--- src/rtl/capture_pkg.sv ---
// Shared types and trigger-match helper for the capture controller.
package capture_pkg;

    typedef enum logic [2:0] {
        IDLE  = 3'd0,
        PRE   = 3'd1,
        ARMED = 3'd2,
        POST  = 3'd3,
        DONE  = 3'd4
    } state_t;

    // Widest channel word the match helper accepts; callers zero-extend.
    localparam int MAX_WIDTH = 64;

    // Level match on masked bits; edge bits additionally need the previous
    // sample to differ from the value (a transition into the value).
    function automatic logic trig_match(
        input logic [MAX_WIDTH-1:0] data,
        input logic [MAX_WIDTH-1:0] value,
        input logic [MAX_WIDTH-1:0] mask,
        input logic [MAX_WIDTH-1:0] edge_bits,
        input logic [MAX_WIDTH-1:0] prev,
        input logic                 prev_valid
    );
        logic [MAX_WIDTH-1:0] edge_req;
        logic                 level_ok;
        logic                 edge_ok;
        edge_req = mask & edge_bits;
        level_ok = (((data ^ value) & mask) == {MAX_WIDTH{1'b0}});
        if (edge_req == {MAX_WIDTH{1'b0}}) begin
            edge_ok = 1'b1;
        end else begin
            edge_ok = prev_valid && (((prev ^ value) & edge_req) == edge_req);
        end
        return level_ok & edge_ok;
    endfunction

endpackage

--- src/rtl/capture_ctrl_strobe_sync.sv ---
// Two-flop synchronizer for the delayed sample strobe and channel word,
// followed by rising-edge detection of the synchronized strobe.
module strobe_sync #(
    parameter int WIDTH = 8
) (
    input  logic             rdclk,
    input  logic             nreset,
    input  logic             strobe,
    input  logic [WIDTH-1:0] din,
    output logic             sample_ev,
    output logic [WIDTH-1:0] sample_data
);

    logic             strobe_meta;
    logic             strobe_s;
    logic             strobe_q;
    logic [WIDTH-1:0] din_meta;
    logic [WIDTH-1:0] din_s;

    // Synchronizer stages and edge register; the edge register runs in every state.
    always_ff @(posedge rdclk) begin
        if (!nreset) begin
            strobe_meta <= 1'b0;
            strobe_s    <= 1'b0;
            strobe_q    <= 1'b0;
            din_meta    <= {WIDTH{1'b0}};
            din_s       <= {WIDTH{1'b0}};
        end else begin
            strobe_meta <= strobe;
            strobe_s    <= strobe_meta;
            strobe_q    <= strobe_s;
            din_meta    <= din;
            din_s       <= din_meta;
        end
    end

    assign sample_ev   = strobe_s & ~strobe_q;
    assign sample_data = din_s;

endmodule

--- src/rtl/capture_ctrl.sv ---
// Logic-analyzer capture controller: circular pre/post-trigger capture into RAM.
// Optional edge-qualified triggering is enabled by defining CAPTURE_EDGE_TRIG_EN.
module capture_ctrl
    import capture_pkg::*;
#(
    parameter int WIDTH = 8,
    parameter int AW    = 10
) (
    input  logic             rdclk,
    input  logic             nreset,
    input  logic             start,
    input  logic             abort,
    input  logic             strobe,
    input  logic [WIDTH-1:0] din,
    input  logic [WIDTH-1:0] trig_mask,
    input  logic [WIDTH-1:0] trig_value,
`ifdef CAPTURE_EDGE_TRIG_EN
    input  logic [WIDTH-1:0] trig_edge,
`endif
    input  logic [AW-1:0]    pre_cnt,
    input  logic [AW-1:0]    post_cnt,
    output logic             wr_en,
    output logic [AW-1:0]    wr_addr,
    output logic [WIDTH-1:0] wr_data,
    output logic             busy,
    output logic             done,
    output logic [AW-1:0]    trig_addr
);

    logic             sample_ev;
    logic [WIDTH-1:0] sample_data;

    strobe_sync #(.WIDTH(WIDTH)) u_sync (
        .rdclk       (rdclk),
        .nreset      (nreset),
        .strobe      (strobe),
        .din         (din),
        .sample_ev   (sample_ev),
        .sample_data (sample_data)
    );

    state_t           state;
    state_t           state_next;
    logic [AW-1:0]    ptr;
    logic [AW-1:0]    ptr_next;
    logic [AW-1:0]    fill;
    logic [AW-1:0]    fill_next;
    logic [AW-1:0]    post;
    logic [AW-1:0]    post_next;
    logic [AW-1:0]    trig_addr_next;
    logic             wr_en_next;
    logic [AW-1:0]    wr_addr_next;
    logic [WIDTH-1:0] wr_data_next;
    logic             busy_next;
    logic             done_next;
    logic             match;
    logic             write;
    logic [AW-1:0]    fill_inc;
    logic [AW-1:0]    post_inc;

`ifdef CAPTURE_EDGE_TRIG_EN
    logic [WIDTH-1:0] prev;
    logic [WIDTH-1:0] prev_next;
    logic             prev_valid;
    logic             prev_valid_next;

    assign match = trig_match(MAX_WIDTH'(sample_data), MAX_WIDTH'(trig_value),
                              MAX_WIDTH'(trig_mask), MAX_WIDTH'(trig_edge),
                              MAX_WIDTH'(prev), prev_valid);
`else
    assign match = trig_match(MAX_WIDTH'(sample_data), MAX_WIDTH'(trig_value),
                              MAX_WIDTH'(trig_mask), {MAX_WIDTH{1'b0}},
                              {MAX_WIDTH{1'b0}}, 1'b1);
`endif

    assign fill_inc = fill + AW'(1);
    assign post_inc = post + AW'(1);

    // Next-state, pointer/counter and output decode; abort beats start beats sample.
    always_comb begin
        state_next     = state;
        ptr_next       = ptr;
        fill_next      = fill;
        post_next      = post;
        trig_addr_next = trig_addr;
        wr_addr_next   = wr_addr;
        wr_data_next   = wr_data;
        write          = 1'b0;
`ifdef CAPTURE_EDGE_TRIG_EN
        prev_next       = prev;
        prev_valid_next = prev_valid;
`endif
        if (abort) begin
            state_next = IDLE;
        end else if (start && ((state == IDLE) || (state == DONE))) begin
            ptr_next   = {AW{1'b0}};
            fill_next  = {AW{1'b0}};
            state_next = (pre_cnt == {AW{1'b0}}) ? ARMED : PRE;
`ifdef CAPTURE_EDGE_TRIG_EN
            prev_valid_next = 1'b0;
`endif
        end else if (sample_ev) begin
            case (state)
                PRE: begin
                    write     = 1'b1;
                    fill_next = fill_inc;
                    if (fill_inc == pre_cnt) begin
                        state_next = ARMED;
                    end else begin
                        state_next = PRE;
                    end
                end
                ARMED: begin
                    write = 1'b1;
                    if (match) begin
                        trig_addr_next = ptr;
                        post_next      = {AW{1'b0}};
                        state_next     = (post_cnt == {AW{1'b0}}) ? DONE : POST;
                    end else begin
                        state_next = ARMED;
                    end
                end
                POST: begin
                    write     = 1'b1;
                    post_next = post_inc;
                    if (post_inc == post_cnt) begin
                        state_next = DONE;
                    end else begin
                        state_next = POST;
                    end
                end
                default: begin
                    write = 1'b0;
                end
            endcase
        end else begin
            state_next = state;
        end

        if (write) begin
            wr_addr_next = ptr;
            wr_data_next = sample_data;
            ptr_next     = ptr + AW'(1);
`ifdef CAPTURE_EDGE_TRIG_EN
            prev_next       = sample_data;
            prev_valid_next = 1'b1;
`endif
        end else begin
            wr_addr_next = wr_addr;
        end

        wr_en_next = write;
        busy_next  = (state_next == PRE) || (state_next == ARMED) || (state_next == POST);
        done_next  = (state_next == DONE);
    end

    // State, counters and registered outputs.
    always_ff @(posedge rdclk) begin
        if (!nreset) begin
            state     <= IDLE;
            ptr       <= {AW{1'b0}};
            fill      <= {AW{1'b0}};
            post      <= {AW{1'b0}};
            trig_addr <= {AW{1'b0}};
            wr_en     <= 1'b0;
            wr_addr   <= {AW{1'b0}};
            wr_data   <= {WIDTH{1'b0}};
            busy      <= 1'b0;
            done      <= 1'b0;
`ifdef CAPTURE_EDGE_TRIG_EN
            prev       <= {WIDTH{1'b0}};
            prev_valid <= 1'b0;
`endif
        end else begin
            state     <= state_next;
            ptr       <= ptr_next;
            fill      <= fill_next;
            post      <= post_next;
            trig_addr <= trig_addr_next;
            wr_en     <= wr_en_next;
            wr_addr   <= wr_addr_next;
            wr_data   <= wr_data_next;
            busy      <= busy_next;
            done      <= done_next;
`ifdef CAPTURE_EDGE_TRIG_EN
            prev       <= prev_next;
            prev_valid <= prev_valid_next;
`endif
        end
    end

endmodule

--- config.mk ---
export PLATFORM = sky130hd
export DESIGN_NAME = capture_ctrl
export DESIGN_NICKNAME = d
export VERILOG_FILES = /design/src/rtl/capture_pkg.sv /design/src/rtl/capture_ctrl_strobe_sync.sv /design/src/rtl/capture_ctrl.sv
export SDC_FILE = /design/constraint.sdc
export NUM_CORES = 1
export LEC_CHECK = 0
export CAP_MARGIN = 40
export CELL_PAD_IN_SITES_DETAIL_PLACEMENT = 0
export CELL_PAD_IN_SITES_GLOBAL_PLACEMENT = 1
export CORE_AREA = 2 2 134 71
export CTS_CLUSTER_DIAMETER = 60
export DETAILED_ROUTE_END_ITERATION = 16
export DIE_AREA = 0 0 136 73
export DONT_BUFFER_PORTS = 1
export GPL_TIMING_DRIVEN = 0
export HOLD_SLACK_MARGIN = 0.03
export PLACE_DENSITY_LB_ADDON = 0.1
export SLEW_MARGIN = 20
export SYNTH_ARGS = -nofsm -noshare
export SYNTH_HDL_FRONTEND = slang
export SYNTH_SLANG_ARGS = --single-unit
--- constraint.sdc ---
create_clock -name rdclk -period 3.1 [get_ports rdclk]
set_input_delay 0.465 -clock rdclk [delete_from_list [all_inputs] [get_ports rdclk]]
set_output_delay 0.465 -clock rdclk [all_outputs]
set_load 0.005 [all_outputs]
==> results of run 1 <==
==> layout make-up <==
type	instances	area share [%]
multi-input cells	372	49.00
flip-flops and latches	83	37.79
clock buffers	10	5.435
well taps	121	3.443
plain buffers	21	2.419
clock inverters	6	1.224
inverters	8	0.6830
==> synthesized netlist by cell type (2+ instances only) <==
cell,n,area (um^2)
a211oi_1,3,22.52
a21boi_1,2,15.01
a21o_1,4,30.03
a21oi_1,53,265.3
a22oi_1,5,37.54
a31oi_1,4,25.02
and2_1,21,131.4
and3_1,10,62.56
and4_1,2,17.52
buf_2,3,15.01
buf_6,2,22.52
clkbuf_1,14,52.55
dfxtp_1,83,1662
ha_1,3,37.54
inv_1,7,26.28
mux2i_1,10,100.1
nand2_1,64,240.2
nand2b_1,4,25.02
nand3_1,14,70.07
nand3b_1,4,30.03
nand4_1,8,50.05
nor2_1,56,210.2
nor3_1,10,50.05
nor4_1,6,37.54
nor4b_1,3,26.28
o21ai_0,18,90.09
o31ai_1,2,15.01
or3_1,6,37.54
or4_1,3,22.52
xnor2_1,20,175.2
xor2_1,17,148.9
==> critical path, stage by stage, from the launching register on <==
cell	delay [ps]
dfxtp_1	480
ha_1	310
nand3_1	220
xnor2_1	230
nand4_1	160
nor4_2	410
a21oi_1	130
o31ai_1	510
and4_1	280
==> through the flow <==
stage          utilization (%)  cell area [um^2]  instances  power (mW)
2_1_floorplan                -              3946        484       1.187
3_5_place_dp             45.87              4104        605       1.216
4_1_cts                  49.15              4397        621       2.269
5_1_grt                  49.15              4397        621       2.328
6_report                 49.15              4397        621       2.253
3_3_place_gp             45.80              4098        605       1.214
==> metal layers <==
layer  up-vias  routed length [um]  share of wire, %
met2        93                4219                40
met3        13                 810               7.7
li1       1719                   -                 -
met1      1628                5367                51
met4         0                  79              0.75
met5         -                   0                 0
==> cell families (layout without fill, tap and decap cells) <==
group	Yosys count	in the layout	share of synthesized area, %
fa+ha+maj	3	3	0.9513
simple gates	218	218	27.24
flops	83	83	42.11
compound gates	104	104	15.50
xor+xnor	37	37	8.212
buf+inv	29	45	3.456
mux	10	10	2.537
==> flip-flops by register name, summed over array words and instances, names as in the netlist <==
signal and flops:
wr_data 8, u_sync.strobe_meta 1, fill 10, ptr 10
wr_addr 10, post 10, u_sync.sample_data 8, done 1
trig_addr 10, u_sync.din_meta 8, state 3, u_sync.strobe_s 1
wr_en 1, u_sync.strobe_q 1, busy 1
==> how the worst max path moves through the flow <==
stage	end	slack, ps	from	depth (start not counted)
floorplan	done	880	fill[0]	9
global placement	done	420	post[0]	8
detailed placement	done	430	post[0]	8
CTS	done	390	post[0]	8
global route	done	160	post[0]	8
finish	done	300	post[0]	8
==> report_power, final <==
part           internal [mW]  switching, mW
Clock                  0.581          0.479
Combinational         0.0416         0.0668
Sequential              1.08        0.00525
Total                   1.70          0.551
==> results.cfg, run 1 <==
[hold_path]
hold_class = input port to flop
holdPathEnd = u_sync.din_meta[4]
hold_path_depth = 1
hold_start = din[4]

[clock_tree]
cts_root_buf = clkbuf_16
clk_latency_ps = 340
clockBufferDepth = 2
postCtsResizedCells = 0
cts_hold_buffers = 0
post_cts_buffers = 0
htree_levels = 3
cts_sinks = 83
cts_tree = done
clkSlewWorstSetupHoldPaths_ps = 70
numCtsBuffers = 9

[sta]
setup_viol = 0
slew_viol_final = 0
layout_min_cycle_time_ps = 2797
rsz0062_at_grt = no
max_slew.worst_pin.slew_ps = 807.7
skew_ps = 5.376
fin_ws_ps = 302.6
post-route-period-util_pct = 90.24
holdWs_ps = 251.2
slew_headroom_pct = 45.71
setup-tns-final_ps = 0
clock.fmax_mhz = 357.5
final_hold_viol_count = 0

[grt]
busiest_layer = met1
antenna_found_initial = 0
grt.total_usage_pct = 22.23
grt_util_met1_pct = 32.62
met2_usage_pct = 31.21
grt_max_degree = 17
grt_use_met3_pct = 7.083
grt_pass1_wl_mm = 16.79
grt_overflow_total = 0
grt_pass1_vias = 3238

[detailed_routing]
firstDrtPassIters = 4
routedWlPerCell_um = 16.87
antenna_left = 0
drt_iter0_markers = 286
wirelength_mm = 10.48
drcViolationCount = 0
vias = 3453
viasPerCell = 5.560

[critical_path]
path_max_fanout = 7
reg2reg_slack_ps = 300
r2r-start = post[0]
rr_worst_depth = 8
required_ps = 3380
regToRegEndpoint = done
path_class = flop to flop
end_kind = flop
start_kind = flop
worstPathArrival_ps = 3080

[logic_synthesis]
avgSynthCellArea_um2 = 8.153
ys_ff_latch = 83
syn_inst = 484
synth_cell_type_count = 54
ys_warn_count = 0
synth_area_um2 = 3946
async_flop_share_pct = 0
yosysSeqAreaShare_pct = 42.11
synth-edff-count = 0
synthFlopType = dfxtp_1
syn-num-nets = 536

[layout]
fillers = 900
syn_to_final_growth_pct = 11.41
diodes = 0
ff_latch_area_um2 = 1662
multi_input_area_um2 = 2155
drive_above_1_share_pct = 6.000
nets = 547
final_cell_mix = 83 x dfxtp_1, 64 x nand2_1, 56 x nor2_1
layout_commonest_cell = dfxtp_1

[place]
pre_cts_slack_ps = 429.2
dp_hpwl_mm = 7.597
portBuffers = 0
gp_congestion = 0.8707

[floorplanning]
pin_count = 80
initial_core_util_pct = 44.11
rows = 25
core_area_um2 = 8946
die_h_um = 73
fp.dieW_um = 136
dieArea_um2 = 9928

[flow_run]
cap_viol_max_count = 0

[pwr]
irDropWorstVdd_uv = 236.1
leakagePower_nw = 1.560
power_density_nw_per_um2 = 512.3

[run_status]
status = complete, no violations
Power figures use the tool's default switching activity.
==> run 2: changes to the inputs <==
--- a/config.mk
+++ b/config.mk
@@ -9,6 +9,7 @@
 export CELL_PAD_IN_SITES_DETAIL_PLACEMENT = 0
 export CELL_PAD_IN_SITES_GLOBAL_PLACEMENT = 1
 export CORE_AREA = 2 2 134 71
+export CTS_BUF_LIST = sky130_fd_sc_hd__clkbuf_16
 export CTS_CLUSTER_DIAMETER = 60
 export DETAILED_ROUTE_END_ITERATION = 16
 export DIE_AREA = 0 0 136 73
==> run 2 against run 1 <==
  * Total power shrank 1.1%
  * Clock-buffer cell count shrank 1
  * First-iteration DRC count is the same
  * Register-to-register slack is essentially flat
  * Critical endpoint unchanged
==> results.cfg, run 2 (synthesized netlist as in run 1, its figures left out) <==
[sta]
layout_min_cycle_time_ps = 2797
max_slew.worst_pin.slew_ps = 807.7
slew_headroom_pct = 45.71
setup_viol = 0
skew_ps = 5.160
post-route-period-util_pct = 90.24
final_hold_viol_count = 0
rsz0062_at_grt = no
holdWs_ps = 251.2
setup-tns-final_ps = 0
slew_viol_final = 0
fin_ws_ps = 302.6
clock.fmax_mhz = 357.5

[clock_tree]
htree_levels = 3
cts_hold_buffers = 0
clockBufferDepth = 2
postCtsResizedCells = 0
clkSlewWorstSetupHoldPaths_ps = 70
post_cts_buffers = 0
numCtsBuffers = 9
cts_sinks = 83
clk_latency_ps = 340
cts_tree = done
cts_root_buf = clkbuf_16

[detailed_routing]
firstDrtPassIters = 4
routedWlPerCell_um = 16.87
drt_iter0_markers = 286
wirelength_mm = 10.48
drcViolationCount = 0
viasPerCell = 5.559
antenna_left = 0
vias = 3452

[grt]
grt_pass1_vias = 3238
grt_overflow_total = 0
grt.total_usage_pct = 22.23
grt_pass1_wl_mm = 16.79
antenna_found_initial = 0
grt_max_degree = 17

[floorplanning]
dieArea_um2 = 9928
die_h_um = 73
rows = 25
initial_core_util_pct = 44.11
pin_count = 80
fp.dieW_um = 136
core_area_um2 = 8946

[critical_path]
crit_slowest_cell = o31ai_1
end_kind = flop
cp_top_family = simple AND/OR/NAND/NOR gates
path_max_fanout = 7
required_ps = 3380
worst-path-buf-inv = 0
cp_cell_sequence = ha_1, nand3_1, xnor2_1, nand4_1, nor4_2, a21oi_1, o31ai_1, and4_1
worstPathArrival_ps = 3080
path_class = flop to flop
cp_slowest_stage_delay_ps = 510
start_kind = flop

[layout]
diodes = 0
syn_to_final_growth_pct = 11.16
utilization_pct = 49.04
final_cell_area_um2 = 4387
nets = 547
final_cell_mix = 83 x dfxtp_1, 64 x nand2_1, 56 x nor2_1
drive_above_1_share_pct = 5.800
layout_commonest_cell = dfxtp_1
fin_cells = 621

[place]
place_inst = 605
placedInstanceArea_um2 = 4104
dp_hpwl_mm = 7.597
gp_congestion = 0.8707
pre_cts_slack_ps = 429.2
portBuffers = 0

[run_status]
status = complete, no violations

[hold_path]
hold_class = input port to flop

[pwr]
design_power_total_mw = 2.227
power_density_nw_per_um2 = 507.6
irDropWorstVdd_uv = 236.0
leakagePower_nw = 1.554

[flow_run]
cap_viol_max_count = 0
[run 2: per-layer routing]
| layer | wire [um] | vias up | global-route usage [%] | share of wire [%] |
|---|---|---|---|---|
| met5 | 0 | - | 0 | 0 |
| met4 | 79 | 0 | 5.787 | 0.75 |
| met3 | 808 | 13 | 7.083 | 7.7 |
| met2 | 4217 | 93 | 31.21 | 40 |
| met1 | 5371 | 1627 | 32.62 | 51 |
| li1 | - | 1719 | - | - |
[run 2: worst paths after layout]
check | endpoint | cells past startpoint | start | slack (ps)
setup / recovery | done | 8 | post[0] | 300
hold / removal | u_sync.din_meta[4] | 1 | din[4] | 250
setup reg to reg | done | 8 | post[0] | 300
hold reg to reg | u_sync.sample_data[5] | 1 | u_sync.din_meta[5] | 430
[run 2: final cells by class]
type | instances | area, um^2
Inverter | 8 | 30.03
Clock inverter | 7 | 57.56
Fill cell | 901 | 4559
Multi-Input combinational cell | 372 | 2155
Clock buffer | 9 | 225.2
Tap cell | 121 | 151.4
Buffer | 21 | 106.4
Sequential cell | 83 | 1662
[run 2: worst register-to-register path: cells and delay by family (launching register included)]
family                     cells  cell delay [ps]
xor gates and xnor gates       1              230
AOI/OAI and AO/OA              2              640
adders and majority gates      1              320
and+or+nand+nor                4             1070
DFF                            1              480
[run 2: where the power goes]
| group | internal, mW | switching, mW |
|---|---|---|
| registers | 1.08 | 0.00525 |
| logic | 0.0416 | 0.0668 |
| clock network | 0.556 | 0.478 |
| total | 1.68 | 0.550 |
